## config.mk

```make
export PLATFORM = sky130hd
export DESIGN_NAME = mult
export DESIGN_NICKNAME = d
export VERILOG_FILES = /design/src/rtl/mult.sv
export SDC_FILE = /design/constraint.sdc
export NUM_CORES = 1
export LEC_CHECK = 0
export BUFFER_PORTS_ARGS = -buffer_cell sky130_fd_sc_hd__buf_2
export CORE_MARGIN = 4
export CORE_UTILIZATION = 30
export CTS_BUF_LIST = sky130_fd_sc_hd__clkbuf_4 sky130_fd_sc_hd__clkbuf_8
export DETAILED_ROUTE_END_ITERATION = 8
export SKIP_LAST_GASP = 1
export SYNTH_ARGS = -nofsm -noshare
export SYNTH_HDL_FRONTEND = slang
export SYNTH_SLANG_ARGS = --single-unit
```

## constraint.sdc

```tcl
create_clock -name clk -period 12.5 [get_ports clk]
set_input_delay 2.5 -clock clk [delete_from_list [all_inputs] [get_ports clk]]
set_output_delay 2.5 -clock clk [all_outputs]
set_load 0.1 [all_outputs]
```

## src/rtl/mult.sv

```systemverilog
// ----------------------------------------------------------------------------
// mult -- sequential radix-2 Booth multiplier (MULT / MULTU)
//
// Captures two WIDTH-bit operands on a start request taken in IDLE. It then
// runs WIDTH+1 Booth steps on (WIDTH+1)-bit extended operands and writes the
// low 2*WIDTH bits of the exact product to hi/lo. This write happens on the
// edge that leaves RUN, and mult_end pulses for one cycle afterwards.
//
// Ports
//   clk          : clock, all state updates on rising edge
//   rst          : asynchronous active-high reset
//   mult_start   : start request, sampled only in IDLE
//   is_signed    : 1 = two's complement operands, 0 = unsigned
//   multiplicand : operand A (WIDTH bits)
//   multiplier   : operand B (WIDTH bits)
//   busy         : high while the Booth iteration is running
//   mult_end     : one-cycle completion pulse
//   hi, lo       : upper / lower halves of the last completed product
// ----------------------------------------------------------------------------
module mult #(
    parameter int WIDTH = 32
) (
    input  logic             clk,
    input  logic             rst,
    input  logic             mult_start,
    input  logic             is_signed,
    input  logic [WIDTH-1:0] multiplicand,
    input  logic [WIDTH-1:0] multiplier,
    output logic             busy,
    output logic             mult_end,
    output logic [WIDTH-1:0] hi,
    output logic [WIDTH-1:0] lo
);

    localparam int CW = $clog2(WIDTH + 2);

    typedef enum logic [1:0] {
        IDLE = 2'd0,
        RUN  = 2'd1,
        DONE = 2'd2
    } state_t;

    state_t           state_r;
    state_t           state_next_s;
    logic             busy_r;
    logic             end_r;

    // A is one bit wider than the extended operand so add/subtract never wraps.
    logic [WIDTH+1:0] a_r;
    logic [WIDTH+1:0] m_r;
    logic [WIDTH:0]   q_r;
    logic             qm1_r;
    logic [CW-1:0]    cnt_r;
    logic [WIDTH-1:0] hi_r;
    logic [WIDTH-1:0] lo_r;

    logic             last_s;
    logic [WIDTH+1:0] sum_s;
    logic [WIDTH+1:0] a_next_s;
    logic [WIDTH:0]   q_next_s;

    assign busy     = busy_r;
    assign mult_end = end_r;
    assign hi       = hi_r;
    assign lo       = lo_r;

    // The step being executed is the last one when WIDTH steps are already done.
    assign last_s = (cnt_r == CW'(WIDTH));

    // Next-state decode for the IDLE/RUN/DONE controller.
    always_comb begin
        state_next_s = state_r;
        case (state_r)
            IDLE: begin
                if (mult_start) begin
                    state_next_s = RUN;
                end else begin
                    state_next_s = IDLE;
                end
            end
            RUN: begin
                if (last_s) begin
                    state_next_s = DONE;
                end else begin
                    state_next_s = RUN;
                end
            end
            DONE:    state_next_s = IDLE;
            default: state_next_s = IDLE;
        endcase
    end

    // State register; busy/mult_end are registered decodes of the next state.
    always_ff @(posedge clk or posedge rst) begin
        if (rst) begin
            state_r <= IDLE;
            busy_r  <= 1'b0;
            end_r   <= 1'b0;
        end else begin
            state_r <= state_next_s;
            busy_r  <= (state_next_s == RUN);
            end_r   <= (state_next_s == DONE);
        end
    end

    // One Booth step: add/subtract M per {Q[0], q_-1}, then arithmetic shift right.
    always_comb begin
        sum_s = a_r;
        case ({q_r[0], qm1_r})
            2'b01:   sum_s = a_r + m_r;
            2'b10:   sum_s = a_r - m_r;
            default: sum_s = a_r;
        endcase
        a_next_s = {sum_s[WIDTH+1], sum_s[WIDTH+1:1]};
        q_next_s = {sum_s[0], q_r[WIDTH:1]};
    end

    // Datapath: operand capture in IDLE, Booth iteration in RUN, result write on the last step.
    always_ff @(posedge clk or posedge rst) begin
        if (rst) begin
            a_r   <= {(WIDTH+2){1'b0}};
            m_r   <= {(WIDTH+2){1'b0}};
            q_r   <= {(WIDTH+1){1'b0}};
            qm1_r <= 1'b0;
            cnt_r <= {CW{1'b0}};
            hi_r  <= {WIDTH{1'b0}};
            lo_r  <= {WIDTH{1'b0}};
        end else begin
            case (state_r)
                IDLE: begin
                    if (mult_start) begin
                        a_r   <= {(WIDTH+2){1'b0}};
                        qm1_r <= 1'b0;
                        cnt_r <= {CW{1'b0}};
                        if (is_signed) begin
                            m_r <= {{2{multiplicand[WIDTH-1]}}, multiplicand};
                            q_r <= {multiplier[WIDTH-1], multiplier};
                        end else begin
                            m_r <= {2'b00, multiplicand};
                            q_r <= {1'b0, multiplier};
                        end
                    end
                end
                RUN: begin
                    a_r   <= a_next_s;
                    q_r   <= q_next_s;
                    qm1_r <= q_r[0];
                    cnt_r <= cnt_r + CW'(1);
                    if (last_s) begin
                        // {a_next, q_next} is the sign-extended product; q_next holds bits [WIDTH:0].
                        hi_r <= {a_next_s[WIDTH-2:0], q_next_s[WIDTH]};
                        lo_r <= q_next_s[WIDTH-1:0];
                    end
                end
                default: begin
                    cnt_r <= cnt_r;
                end
            endcase
        end
    end

endmodule

```

==> metrics.cfg <==
[clocking]
clockBufferDepth = 2
insertion_delay_ps = 480
cts.sinks = 174
cts_buffers = 17
cts_setup_buffers = 0
hold_buffers = 0
tritoncts = yes
cts_max_level = 4
root_buffer = clkbuf_8
cts_resized = 0
clk_pin_slew_ps = 100

[synthesis]
ys_warn_count = 0
yosysMostFrequentCell = nand2_1
syn_inst = 1079
post-synth-top-area-fraction_pct = 46.2
yosysSeqAreaShare_pct = 46.2
avgSynthCellArea_sq_um = 8.74
synth_area_leaders = dfrtp_1 (46%), nand2_1 (12%), ha_1 (4.9%)
synth_nets = 1185
ys.flop_type = dfrtp_1
syn_area_sq_um = 9430
yosys_register_bits = 174
ys_top_cells_by_count = nand2_1 (311), dfrtp_1 (174), o21ai_0 (87)
synth_async_sr_flop_share_pct = 100
synth.largest_area_cell = dfrtp_1
synth_edf_count = 0
synth_cell_types = 68

[job]
max-cap-violations = 0

[finish]
area_delta_synth_final_pct = 15.6
antenna_cells = 0
nNetsFinal = 1289
drive_gt1_share_pct = 16.6

[timing]
finalClockSkew_ps = 19.7
rsz0062_at_grt = false
setup_viol = 0
drv_slew = 0
fin_crit_ps = 4260
final.setup.tns_ps = 0
worst_pin_slew_ps = 974
fmax_mhz = 235
hold_violations = 0
period_share_pct = 34.1
relSlewSlack_pct = 35.1

[min_path]
min_from = hi[16]$_DFFE_PP0P_
min_to = hi[16]$_DFFE_PP0P_
hold_path_class = register to register
min_path_cells = 2

[setup_path]
cp.arrival_ps = 4660
rrSetupSlack_ps = 8240
cpMostUsedCell = nor2_1
worstSetupPathType = register to register
path_max_fanout = 8
reg2regPathDepth = 18
cpMaxStageDelayCell = or4_4
critPathCaptureType = register
r2r_start = m_r[8]$_DFFE_PP0P_
cp_slowest_stage_delay_ps = 560
worstSetupStartpointType = register
path_cells = or4_4 > nor4_4 > nand4b_1 > nor2_1 > nand2_1 > nor2_1 > nor2_1 > xnor2_1 > ha_1 > a21o_1 > a32o_1 > o21ai_0 > a21o_1 > o21ba_2 > o21ai_1 > a31oi_1 > mux2i_1 > mux2i_1
r2r-end = a_r[32]$_DFFE_PP0P_
cp.required_ps = 12900

[place]
io_buffer_count = 133
gp_congestion = 0.896
place.detailed.hpwl_mm = 17.6

[grt]
grt_first_pass_wirelength_mm = 39.7
grt_usage_pct = 14.3
grt_max_degree = 99
grt_pass1_vias = 7463
grt-ovfl-total = 0
grt_antenna_before_repair = 0

[route]
vias = 7818
drtIter0Drc = 689
ant_nets = 0
post_drt_wl_per_cell_microns = 15.6
via_per_inst = 4.91
drt-total-wl_mm = 24.8
first_pass_iters = 5
drcViolationCount = 0

[die]
dieArea_sq_um = 34300
io_pins = 134
start_util_pct = 30.6
die_h_microns = 185
coreArea_sq_um = 30800
rows = 64
die_w_microns = 185

[outcome]
status = complete, no violations

[through the flow]
stage | area, sq um | hold slack [ps] | instances | util, % | worst slack, ps
finish | 10900 | 474 | 1592 | 35.4 | 8240
global route | 10900 | 495 | 1592 | 35.4 | 7750
CTS | 10900 | 484 | 1592 | 35.4 | 8230
detailed placement | 10500 | 458 | 1560 | 34.0 | 8130
global placement | 10500 | 452 | 1560 | 34.0 | 8120
floorplan | 9430 | 445 | 1079 | - | 5280
[placed cells by master (no fill, tap or decap), types with 12 or more instances in the layout]
| cell | count |
|---|---|
| buf_4 | 12 |
| a22oi_1 | 32 |
| xor2_1 | 16 |
| o21ai_1 | 20 |
| a21oi_1 | 53 |
| a21o_1 | 12 |
| nand2_1 | 310 |
| clkbuf_8 | 17 |
| inv_1 | 17 |
| nor2_1 | 53 |
| buf_2 | 133 |
| ha_1 | 36 |
| dfrtp_1 | 174 |
| o21ai_0 | 87 |
| nor3_1 | 15 |
| mux2i_1 | 17 |
| xnor2_1 | 41 |
[critical path: cells and delay by family (launching register included)]
family | cells | cell delay [ps]
flip-flops | 1 | 440
multiplexers | 2 | 430
AO/OA/AOI/OAI | 7 | 1240
XOR/XNOR | 1 | 160
AND/OR/NAND/NOR | 7 | 1490
adder cells (fa/ha/maj) | 1 | 390
[cells by family after synthesis]
group	share of synthesized area, %
xor gates and xnor gates	5.29
muxes	2.40
buffers and inverters	3.26
AOI/OAI and AO/OA	18.2
and+or+nand+nor	19.6
DFF	46.2
adders and majority gates	5.12
[layer usage]
| metal | part of all wire [%] | vias to the layer above | GRT usage [%] | wire [microns] |
|---|---|---|---|---|
| met3 | 6.2 | 15 | 3.10 | 1540 |
| met1 | 50 | 3667 | 21.4 | 12400 |
| met4 | 0.77 | 0 | 2.82 | 192 |
| met2 | 43 | 209 | 21.4 | 10700 |
| li1 | - | 3927 | - | - |
| met5 | 0 | - | 0 | 0 |
[area by class of cell]
cell class,count,area [sq um]
fillers,3204,19900
multi-input cells,826,4790
flip-flops and latches,174,4350
repair buffers,145,756
well taps,396,495
clock buffers,17,234
clock inverters,15,201
inverters,19,76.3
[worst max-delay path by stage]
stage | start | endpoint | slack (ps)
global placement | rst | a_r[3]$_DFFE_PP0P_ | 8120
CTS | m_r[8]$_DFFE_PP0P_ | a_r[32]$_DFFE_PP0P_ | 8230
detailed placement | rst | a_r[4]$_DFFE_PP0P_ | 8130
global route | m_r[8]$_DFFE_PP0P_ | a_r[32]$_DFFE_PP0P_ | 7750
floorplan | rst | a_r[0]$_DFFE_PP0P_ | 5280
finish | m_r[8]$_DFFE_PP0P_ | a_r[32]$_DFFE_PP0P_ | 8240
[flip-flops by register name (all words and copies together), names as in the netlist]
signal	count
busy	1
q_r	33
hi	32
m_r	33
qm1_r	1
mult_end	1
cnt_r	6
a_r	33
state_r	2
lo	32
Power is left out: the tool's default activity adds up to more than one toggle a clock period on the data nets, which glitch-free logic cannot reach.
